===== config.mk =====
export PLATFORM = sky130hd
export DESIGN_NAME = bin2bcd_disp
export DESIGN_NICKNAME = d
export VERILOG_FILES = /design/src/rtl/disp_pkg.sv /design/src/rtl/bcd_adj3.sv /design/src/rtl/bin2bcd_disp.sv
export SDC_FILE = /design/constraint.sdc
export NUM_CORES = 1
export LEC_CHECK = 0
export ABC_AREA = 1
export BUFFER_PORTS_ARGS = -buffer_cell sky130_fd_sc_hd__buf_2
export CORE_ASPECT_RATIO = 1.5
export CORE_MARGIN = 2
export CORE_UTILIZATION = 50
export DETAILED_ROUTE_END_ITERATION = 10
export PLACE_DENSITY_LB_ADDON = 0.12
export REMOVE_ABC_BUFFERS = 1
export SLEW_MARGIN = 15
export SYNTH_ARGS = -nofsm -noshare
export SYNTH_HDL_FRONTEND = slang
export SYNTH_HIERARCHICAL = 1
export SYNTH_SLANG_ARGS = --single-unit

===== constraint.sdc =====
create_clock -name clk -period 1.3 [get_ports clk]
set_input_delay 0.26 -clock clk [delete_from_list [all_inputs] [get_ports clk]]
set_output_delay 0.26 -clock clk [all_outputs]
set_load 0.01 [all_outputs]

===== src/rtl/disp_pkg.sv =====
// Shared constants and FSM encoding for the binary-to-BCD display converter.
package disp_pkg;

   typedef enum logic [1:0] {
      IDLE = 2'b00,
      OP   = 2'b01,
      DONE = 2'b10
   } state_t;

   localparam int         BCD_DIGITS = 4;
   localparam int         MAX_DISP   = 9999;
   localparam logic [3:0] DP_OFF     = 4'b1111;
   localparam logic [3:0] DP_SAT     = 4'b0000;

endpackage


===== src/rtl/bcd_adj3.sv =====
// One BCD digit correction step of double-dabble: add 3 when the digit exceeds 4.
module bcd_adj3 (
   input  logic [3:0] digit_i,
   output logic [3:0] digit_o
);

   assign digit_o = (digit_i > 4'd4) ? digit_i + 4'd3 : digit_i;

endmodule


===== src/rtl/bin2bcd_disp.sv =====
// Iterative double-dabble converter feeding a 4-digit 7-segment mux (one bit per cycle).
// Optional BIN2BCD_SAT_EN: inputs above MAX_DISP show 9999 with every decimal point lit.
module bin2bcd_disp #(
   parameter int W        = 14,
   parameter int MAX_DISP = 9999
) (
   input  logic         clk,
   input  logic         reset,
   input  logic         start,
   input  logic [W-1:0] bin,
   output logic         ready,
   output logic         done_tick,
   output logic [3:0]   hex3,
   output logic [3:0]   hex2,
   output logic [3:0]   hex1,
   output logic [3:0]   hex0,
   output logic [3:0]   dp_out
);
   import disp_pkg::*;

   localparam int NW = $clog2(W + 1);
   localparam int DW = 4 * BCD_DIGITS;

   if (W < 14 || W > 16 || MAX_DISP > 9999) begin : g_bad_cfg
      $error("bin2bcd_disp: unsupported W or MAX_DISP");
   end

   state_t          state_q, state_d;
   logic [W-1:0]    s_q, s_d;
   logic [DW-1:0]   bcd_q, bcd_d;
   logic [NW-1:0]   n_q, n_d;
   logic [DW-1:0]   hex_q, hex_d;
   logic [3:0]      dp_q, dp_d;
   logic [DW-1:0]   bcd_adj;
   logic [DW-1:0]   bcd_shift;
   logic            unused_carry;

`ifdef BIN2BCD_SAT_EN
   localparam logic [W-1:0] MAX_BIN = W'(MAX_DISP);
   logic sat_q, sat_d;
`endif

   for (genvar gi = 0; gi < BCD_DIGITS; gi++) begin : g_adj
      bcd_adj3 u_adj (
         .digit_i (bcd_q[4*gi +: 4]),
         .digit_o (bcd_adj[4*gi +: 4])
      );
   end

   // The bit shifted out of the thousands digit is the discarded carry (mod 10000).
   assign {unused_carry, bcd_shift} = {bcd_adj, s_q[W-1]};

   always_comb begin
      state_d = state_q;
      s_d     = s_q;
      bcd_d   = bcd_q;
      n_d     = n_q;
      hex_d   = hex_q;
      dp_d    = dp_q;
`ifdef BIN2BCD_SAT_EN
      sat_d   = sat_q;
`endif
      case (state_q)
         IDLE: begin
            if (start) begin
               s_d     = bin;
               bcd_d   = '0;
               n_d     = NW'(W);
               state_d = OP;
`ifdef BIN2BCD_SAT_EN
               sat_d   = (bin > MAX_BIN);
`endif
            end
         end
         OP: begin
            s_d   = {s_q[W-2:0], 1'b0};
            bcd_d = bcd_shift;
            n_d   = n_q - NW'(1);
            if (n_q == NW'(1)) begin
               state_d = DONE;
               hex_d   = bcd_shift;
               dp_d    = DP_OFF;
`ifdef BIN2BCD_SAT_EN
               if (sat_q) begin
                  hex_d = {BCD_DIGITS{4'd9}};
                  dp_d  = DP_SAT;
               end
`endif
            end
         end
         DONE:    state_d = IDLE;
         default: state_d = IDLE;
      endcase
   end

   always_ff @(posedge clk) begin
      if (reset) begin
         state_q <= IDLE;
         s_q     <= '0;
         bcd_q   <= '0;
         n_q     <= '0;
         hex_q   <= '0;
         dp_q    <= DP_OFF;
`ifdef BIN2BCD_SAT_EN
         sat_q   <= 1'b0;
`endif
      end else begin
         state_q <= state_d;
         s_q     <= s_d;
         bcd_q   <= bcd_d;
         n_q     <= n_d;
         hex_q   <= hex_d;
         dp_q    <= dp_d;
`ifdef BIN2BCD_SAT_EN
         sat_q   <= sat_d;
`endif
      end
   end

   // Outputs decode registered state only, so start/bin never reach them combinationally.
   assign ready     = (state_q == IDLE);
   assign done_tick = (state_q == DONE);
   assign hex3      = hex_q[15:12];
   assign hex2      = hex_q[11:8];
   assign hex1      = hex_q[7:4];
   assign hex0      = hex_q[3:0];
   assign dp_out    = dp_q;

endmodule


==> results of run 1 <==
[metrics by stage]
stage                      util  power (W)
after floorplan               -    0.00194
after global placement    0.590    0.00214
after detailed placement  0.590    0.00215
after CTS                 0.610    0.00300
after global routing      0.637    0.00317
final                     0.637    0.00302
[path summary, 6_finish.rpt]
| kind | start | endpoint | cells after the start |
|---|---|---|---|
| worst max-delay path | n_q[1] | hex_q[5] | 7 |
| worst min-delay path | bin[0] | s_q[0] | 3 |
| worst max register to register | n_q[1] | hex_q[5] | 7 |
| worst min register to register | s_q[5] | s_q[5] | 2 |
[area by class of cell]
type | instances | share of cell area
flip-flops and latches | 52 | 0.339
repair buffers | 60 | 0.137
inverters | 57 | 0.0703
well taps | 66 | 0.0265
clock buffers | 6 | 0.0233
clock inverters | 1 | 0.00161
multi-input cells | 239 | 0.402
[worst max-delay path, stage by stage (launching register included)]
cell,delay [ns]
dfxtp_2,0.33
inv_2,0.06
ha_4,0.13
nand3_4,0.07
nor2_4,0.19
buf_4,0.19
o21ai_0,0.08
a21oi_1,0.13
[placed cells by master (no fill, tap or decap), drive strengths merged]
cell and instances:
a211oi 1, a21oi 19, a22oi 4, a31oi 7, buf 60, clkbuf 6, clkinv 2, conb 4
dfxtp 52, ha 10, inv 56, nand2 101, nand3 36, nor2 23, o211ai 2, o21ai 31
o22ai 1
[layer usage]
metal | vias to the layer above | wire, um | share of wire | track usage
li1 | 1242 | - | - | -
met1 | 1101 | 2270 | 0.40 | 0.214
met2 | 44 | 3050 | 0.54 | 0.399
met3 | 7 | 228 | 0.040 | 0.0471
met4 | 0 | 82 | 0.015 | 0.0611
met5 | - | 0 | 0 | 0
[sequential cells by signal, indices dropped and copies added (netlist names)]
register / count
s_q: 14
state_q: 2
bcd_q: 16
n_q: 4
hex_q: 16
[power by group through the flow]
| stage | clock [W] | sequential (W) | combinational [W] |
|---|---|---|---|
| 2_1_floorplan | 0 | 0.00173 | 0.000205 |
| 3_3_place_gp | 0 | 0.00173 | 0.000414 |
| 3_5_place_dp | 0 | 0.00173 | 0.000421 |
| 4_1_cts | 0.000885 | 0.00169 | 0.000429 |
| 5_1_grt | 0.000958 | 0.00170 | 0.000506 |
| 6_report | 0.000870 | 0.00169 | 0.000454 |
[repair_timing]
| item | CTS | global route |
|---|---|---|
| pin swaps | 0 | 5 |
| endpoints found under the setup margin | 17 | 38 |
| gates resized for setup | 6 | 46 |
| setup buffers | 0 | 4 |
| gates cloned | 1 | 1 |
==> summary.txt, run 1 <==
Place
  • Post-placement worst setup slack: -0.0669 ns
  • Port Buffers: 34
  • Placed cell count: 468
  • Final GP Congestion: around 0.82
  • HPWL after DPL: between 3000 and 4000 um
  • Placed Area: about 2900 um2

Layout
  • Fillcell total: about 460
  • Footprint of the multi-input gates: around 1300 um2
  • Fin area: between 3000 and 4000 um2
  • # diodes: 0
  • Share of cells above drive strength 1: 0.260
  • Final net count: ~440
  • Final Non-Filler Cells: around 480
  • Reg area: around 1100 um2
  • Area Overhead vs Synth: 22.0%

Global route
  • Grt ovf: 0
  • Vias in the first global route: 2279
  • Initial antenna violation count: 0
  • Global-route wire length before repair: approximately 9500 um
  • Largest net degree at the start of global routing: 19
  • Total track usage: 0.205

Floorplan
  • IO Count: 39
  • Initial Util: 0.522
  • Die Y: roughly 90 um
  • Die Width: around 62 um
  • Core area: around 5000 um2
  • Std cell rows: 31
  • Die Area: roughly 5700 um2

Clock network
  • Clk buf depth: 2
  • CTS Hold Bufs: 0
  • CTS Buf Count: 5
  • CTS tree: yes
  • Sinks on the clock net: 52
  • Clock slew at reported path FFs: ~0.090 ns
  • CTS H-tree lvls: 2
  • Worst-skew pair later-pin latency: roughly 0.30 ns
  • Clock Tree Root: clkbuf_8

STA
  • TNS Setup: 0 ns
  • Setup Viol. Count Final: 0
  • Hold_ws: 0.205 ns
  • Final WS setup: 0.0488 ns
  • Final Skew: around 0.0049 ns
  • Slew Limit Fails: 0
  • Final hold violations: 0
  • Fin crit period: about 1.3 ns
  • Fin crit share: 0.962
  • Max Freq: approximately 0.8 GHz

Route
  • Vias per cell: about 5.0
  • DRT Pass-1 Iters: 4
  • Final WL: between 5000 and 6000 um
  • Detail Route Antenna Nets: 0
  • DR vias: 2394
  • # DRC: 0
  • DR iter-0 viols: 70
  • Routed WL per cell: between 10 and 15 um

Worst hold path
  • Hold WC Path Type: primary input to flop

Setup path
  • Critical path fanouts, max: 7
  • Path type of the worst setup path: flop to flop
  • Reg2reg setup slack: 0.05 ns
  • CP Data Arrival Time: about 1.5 ns
  • Crit. End Element: flop
  • CP Launch Type: flop
  • Required time worst endpoint: around 1.5 ns

Power
  • Reg power frac: 0.561
  • Sw Ratio: 0.262
  • Comb pwr share: 0.151
  • Clock power frac: 0.288
  • PwrDens: between 900 and 1000 nW/um2
  • Maximum VDD drop: 819 uV
  • NetSw: between 0.0007 and 0.0008 W
  • Internal Pwr Total: around 0.0022 W
  • Leak pwr: between 1 and 1.5 nW

Synthesis
  • Synthesized area: roughly 2600 um2
  • Yosys Warn Count: 6
  • Avg Cell Area, Syn: 7.03 um2
  • Post-Synthesis Cells: approximately 360

Status
  • Status: finished clean

Flow run
  • Max cap viols: 0
No activity file was read; power rests on OpenSTA's default activity.
==> run 2: changes to the inputs <==
Settings changed: ABC_AREA 1 to 0.
==> summary.txt, run 2 <==
Synthesis
  • Yosys Warn Count: 6 (unchanged)
  • Post-Synthesis Cells: 275 (-24%)
  • Synthesized area: 2610 um2 (+2.4%)
  • Avg Cell Area, Syn: 9.50 um2 (+35%)

Power
  • Leak pwr: 1.49 nW (+2.1%)
  • PwrDens: 998 nW/um2 (+3.0%)
  • Maximum VDD drop: 511 uV (-38%)

STA
  • Unrepaired setup endpoints after global routing: yes
  • Fin crit share: 0.993 (+0.0307)
  • Fin crit period: 1.29 ns (+0.0399 ns)
  • Setup Viol. Count Final: 0 (unchanged)
  • Slew Limit Fails: 0 (unchanged)
  • Final Skew: 0.00877 ns (+0.00387 ns)
  • Hold_ws: 0.160 ns (-0.0458 ns)
  • Final WS setup: 0.00890 ns (-0.0399 ns)
  • Max Freq: 0.775 GHz (-3.1%)
  • Final hold violations: 0 (unchanged)

Clock network
  • CTS tree: yes
  • CTS Hold Bufs: 0 (unchanged)
  • Worst-skew pair later-pin latency: 0.31 ns (about the same)
  • Clock Tree Root: clkbuf_8
  • CTS H-tree lvls: 2 (unchanged)
  • Clock slew at reported path FFs: 0.10 ns (about the same)
  • CTS Buf Count: 5 (unchanged)
  • Sinks on the clock net: 52 (unchanged)
  • Clk buf depth: 2 (unchanged)

Place
  • Port Buffers: 34 (unchanged)
  • HPWL after DPL: 3860 um (-2.4%)
  • Final GP Congestion: 0.832 (+1.6%)
  • Post-placement worst setup slack: -0.0883 ns (-0.0214 ns)
  • Placed Area: 2980 um2 (+3.3%)

Setup path
  • Cell Chain, Critical Path: inv_2 > buf_4 > ha_1 > o21ai_1 > o21ai_1 > a22o_1
  • Required time worst endpoint: 1.50 ns (-0.03 ns)
  • Worst r2r path cells: 6 (-1)
  • CP most frequent cell: o21ai_1
  • Path type of the worst setup path: flop to flop
  • CP Launch Type: flop
  • CP max stage delay: 0.35 ns (+0.02 ns)
  • Critical path fanouts, max: 2 (-5)
  • Crit. End Element: flop
  • CP Data Arrival Time: 1.49 ns (about the same)
  • Slowest CP cell: dfxtp_2

Worst hold path
  • WHS Path Cells: 2 (-1)
  • Hold WC Path Type: primary input to flop

Floorplan
  • Die Y: 92.6 um (+1.1%)
  • IO Count: 39 (unchanged)
  • Core area: 5080 um2 (+4.0%)
  • Initial Util: 0.514 (-0.00825)
  • Die Width: 63.0 um (+1.1%)
  • Die Area: 5830 um2 (+2.3%)
  • Std cell rows: 32 (+3.2%)

Route
  • DR vias: 2181 (-8.9%)
  • DRT Pass-1 Iters: 4 (unchanged)
  • DR iter-0 viols: 87 (+24%)
  • Final WL: 6070 um (+7.7%)
  • Vias per cell: 5.37 (+7.9%)
  • # DRC: 0 (unchanged)
  • Detail Route Antenna Nets: 0 (unchanged)
  • Routed WL per cell: 15.0 um (+28%)

Layout
  • Final Util: 0.687 (+0.0500)
  • Most common cell after layout, fill and taps aside: dfxtp_1
  • # diodes: 0 (unchanged)
  • Share of cells above drive strength 1: 0.456 (+0.195)
  • Area Overhead vs Synth: 33.7%
  • Fin area: 3490 um2 (+12%)
  • Top flop regs: bcd_q: 16 flops, hex_q: 16 flops, s_q: 14 flops
  • Most frequent cells in the layout: dfxtp_1 (40), buf_2 (33), buf_4 (27)
  • Final net count: 364 (-18%)

Flow run
  • Max cap viols: 0 (unchanged)

Global route
  • Initial antenna violation count: 0 (unchanged)
  • Grt ovf: 0 (unchanged)
  • Global-route wire length before repair: 9390 um (-1.1%)
  • Total track usage: 0.200 (-0.00515)
  • Vias in the first global route: 2081 (-8.7%)
  • Largest net degree at the start of global routing: 22 (+3)

Status
  • Status: finished clean
run 2: where the power goes:
part           switching, W  internal (W)
Clock              0.000556      0.000630
Sequential        0.0000605       0.00167
Combinational      0.000292      0.000282
run 2: worst paths after layout:
| kind | start | slack, ns | to |
|---|---|---|---|
| max reg2reg | bcd_q[13] | 0.009 | bcd_q[15] |
| min | bin[0] | 0.16 | s_q[0] |
| min reg2reg | hex_q[15] | 0.47 | hex_q[15] |
| max | bcd_q[13] | 0.009 | bcd_q[15] |
run 2: worst max-delay path, delay by kind of cell, from the launching register on:
family	cells	cell delay, ns
DFF	1	0.35
buffers and inverters	2	0.18
adders and majority gates	1	0.19
AOI/OAI and AO/OA	3	0.46
run 2: cell type report:
cell class,instances,area (um2)
Fill cell,429,1590
Sequential cell,52,1060
Inverter,18,70.1
Clock inverter,2,38.8
Multi-Input combinational cell,185,1560
Tap cell,68,85.1
Clock buffer,6,82.6
Timing Repair Buffer,75,596
run 2: metrics by stage:
stage / power (W) / setup TNS [ns] / cells
floorplan: 0.00201 / -21.22 / 255
global placement: 0.00222 / -0.106 / 387
detailed placement: 0.00223 / -0.296 / 387
CTS: 0.00340 / -0.00256 / 399
global route: 0.00363 / -0.698 / 406
finish: 0.00349 / 0 / 406
run 2: metal layers:
metal | global-route usage | vias up | share of wire
met5 | 0 | - | 0
met4 | 0.0685 | 0 | 0.015
met3 | 0.0316 | 9 | 0.026
met2 | 0.371 | 39 | 0.54
met1 | 0.229 | 1042 | 0.42
li1 | - | 1091 | -
run 2: what timing repair did:
item                       4_1_cts  5_1_grt
gates resized for setup         31       57
setup endpoints to repair       16       43
pin swaps                       12       21
gates cloned                     0        3
setup buffers                    4        4
==> run 3: changes to the inputs <==
Settings changed: HOLD_SLACK_MARGIN set to 0.02, SYNTH_HIERARCHICAL 1 to not set.
==> summary.txt, run 3 <==
Status
  • Status: finished, violations left
  • Failing checks: negative setup slack

Power
  • Clock power frac: 0.343 (+0.003)
  • PwrDens: 941 nW/um2 (-5.8%)
  • NetSw: 0.000837 W (-7.8%)
  • Comb pwr share: 0.172 (+0.007)
  • Leak pwr: 1.43 nW (-4.0%)
  • Internal Pwr Total: 0.00265 W (+3.0%)
  • Reg power frac: 0.485 (-0.010)
  • Final Power: 0.00349 W (+0.15%)
  • Sw Ratio: 0.240 (-0.0207)
  • Maximum VDD drop: 756 uV (+48%)

Layout
  • # diodes: 0 (unchanged)
  • Top flop regs: bcd_q: 16 flops, hex_q: 16 flops, s_q: 14 flops
  • Final Non-Filler Cells: 425 (+4.7%)
  • Area Overhead vs Synth: 46.1%
  • Most common cell after layout, fill and taps aside: dfxtp_1
  • Fin area: 3710 um2 (+6.3%)
  • Most frequent cells in the layout: dfxtp_1 (43), buf_2 (33), buf_4 (32)
  • Share of cells above drive strength 1: 0.482 (+0.0263)
  • Final net count: 385 (+5.8%)
  • Final Util: 0.766 (+0.0787)
  • Fillcell total: 335 (-22%)

Global route
  • Total track usage: 0.229 (+0.0288)
  • Vias in the first global route: 2294 (+10%)
  • Largest net degree at the start of global routing: 17 (-23%)
  • Initial antenna violation count: 0 (unchanged)
  • Global-route wire length before repair: 10500 um (+12%)
  • Grt ovf: 0 (unchanged)

Flow run
  • Max cap viols: 0 (unchanged)

Floorplan
  • Die Area: 5680 um2 (-2.6%)
  • Die Width: 62.2 um (-1.3%)
  • IO Count: 39 (unchanged)
  • Initial Util: 0.524 (+0.0101)
  • Std cell rows: 31 (-3.1%)
  • Core area: 4850 um2 (-4.7%)
  • Die Y: 91.3 um (-1.3%)

STA
  • Final Skew: 0.00779 ns (-0.000977 ns)
  • Slew Limit Fails: 0 (unchanged)
  • Max Freq: 0.571 GHz (-26%)
  • Fin crit share: 1.35 (+0.354)
  • Final hold violations: 0 (unchanged)
  • Fin crit period: 1.75 ns (+0.460 ns)
  • Unrepaired setup endpoints after global routing: yes
  • Final WS setup: -0.451 ns (-0.460 ns)
  • Setup Viol. Count Final: 19 (+19)

Place
  • HPWL after DPL: 4170 um (+8.1%)
  • Port Buffers: 34 (unchanged)
  • Final GP Congestion: 0.784 (-5.7%)
  • Placed Area: 2950 um2 (-0.84%)
  • Placed cell count: 402 (+3.9%)

Synthesis
  • Synthesized area: 2540 um2 (-2.8%)
  • #FFs+latches synth: 52
  • Yosys Warn Count: 0 (-6)
  • Seq/Total Area, Yosys: 0.410
  • Top-count cell post-synth: dfxtp_1
  • Asr flop ratio synth: 0
  • Post-Synthesis Cells: 288 (+4.7%)
  • Top_reg_cell synth: dfxtp_1
  • Dominant cells by area after synthesis: dfxtp_1 (41%), nand2b_1 (5.9%), ha_1 (4.9%)
  • Synth top area share: 0.410
  • Leading area contributor after synthesis: dfxtp_1
  • Post-synthesis cell type count: 36
  • Avg Cell Area, Syn: 8.82 um2 (-7.2%)
  • Post-synth EDFFs: 0
  • Post-synth top cells: dfxtp_1 (52), nand2b_1 (24), nor2_1 (21)

Setup path
  • CP max stage delay: 0.39 ns (+0.04 ns)
  • Critical path launch point: n_q[1]
  • CP Launch Type: flop
  • Slowest CP cell: or3_4
  • Critical path fanouts, max: 5 (+3)
  • R2R Path Start: n_q[1]
  • CP Data Arrival Time: 1.97 ns (+0.48 ns)
  • Cell Chain, Critical Path: inv_2 > ha_4 > or3b_4 > or3_4 > buf_6 > o32ai_2
  • Crit. End Element: flop
  • Path type of the worst setup path: flop to flop
  • Required time worst endpoint: 1.52 ns (+0.02 ns)

Clock network
  • CTS Buf Count: 5 (unchanged)
  • CTS tree: yes
  • Sinks on the clock net: 52 (unchanged)
  • CTS Hold Bufs: 0 (unchanged)
  • CTS H-tree lvls: 2 (unchanged)
  • Clock slew at reported path FFs: 0.09 ns (about the same)
  • Clock Tree Root: clkbuf_8
  • Clk buf depth: 2 (unchanged)
  • Worst-skew pair later-pin latency: 0.31 ns (about the same)

Worst hold path
  • Hold path start: bin[0]
  • Hold WC Path Type: primary input to flop

Route
  • Final WL: 6880 um (+13%)
  • Routed WL per cell: 16.2 um (+8.2%)
  • DR iter-0 viols: 69 (-21%)
  • Vias per cell: 5.55 (+3.2%)
  • # DRC: 0 (unchanged)
  • Detail Route Antenna Nets: 0 (unchanged)
  • DRT Pass-1 Iters: 5 (+1)
  • DR vias: 2357 (+8.1%)
==> run 3: timing repair <==
action / CTS / global route
endpoints found under the hold margin: 0 / 0
endpoints found under the setup margin: 45 / 48
resized for setup: 46 / 68
pin swaps: 12 / 17
setup buffers: 6 / 4
gates cloned: 4 / 2
==> run 3: logic make-up after synthesis <==
| kind of cell | share of synthesized area |
|---|---|
| flops | 0.410 |
| mux | 0.0158 |
| simple gates | 0.219 |
| other cells | 0.00148 |
| fa+ha+maj | 0.0492 |
| buf+inv | 0.0704 |
| compound gates | 0.235 |
==> run 3: worst paths after layout <==
path	end	slack, ns	cells past startpoint
worst min-delay path	s_q[0]	0.22	3
worst max-delay path	hex_q[9]	-0.45	6
worst max register to register	hex_q[9]	-0.45	6
worst min register to register	s_q[8]	0.49	2
==> run 3: worst max-delay path: cells and delay by family, from the launching register on <==
| family | cells | cell delay, ns |
|---|---|---|
| flip-flops | 1 | 0.33 |
| AO/OA/AOI/OAI | 1 | 0.23 |
| adder cells (fa/ha/maj) | 1 | 0.12 |
| AND/OR/NAND/NOR | 2 | 0.76 |
| buffers and inverters | 2 | 0.22 |
==> run 3: cell type report <==
type                    instances  area (um2)  area share
flip-flops and latches         52        1050       0.284
clock buffers                   7        96.3      0.0260
repair buffers                 84         683       0.184
well taps                      66        82.6      0.0222
clock inverters                 1        30.0     0.00809
inverters                      17        63.8      0.0172
multi-input cells             198        1700       0.458
==> run 3: metrics by stage <==
| step | hold slack (ns) | setup TNS [ns] | worst slack [ns] |
|---|---|---|---|
| 6_report | 0.225 | -6.04 | -0.451 |
| 3_5_place_dp | 0.471 | -5.16 | -0.439 |
| 5_1_grt | 0.235 | -7.29 | -0.506 |
| 4_1_cts | 0.209 | -4.77 | -0.432 |
| 3_3_place_gp | 0.466 | -4.56 | -0.410 |
| 2_1_floorplan | 0.329 | -20.24 | -0.699 |
==> run 3: power groups by stage <==
stage | sequential (W) | clock (W) | combinational, W
after floorplan | 0.00173 | 0 | 0.000207
after global routing | 0.00170 | 0.00129 | 0.000649
after global placement | 0.00172 | 0 | 0.000408
after detailed placement | 0.00172 | 0 | 0.000413
after CTS | 0.00169 | 0.00123 | 0.000507
final | 0.00169 | 0.00120 | 0.000600
==> run 3: per-layer routing <==
metal,vias up,GRT usage,part of all wire
met2,52,0.440,0.56
met1,1130,0.250,0.39
met3,16,0.0359,0.034
met4,0,0.0778,0.023
li1,1159,-,-
met5,-,0,0
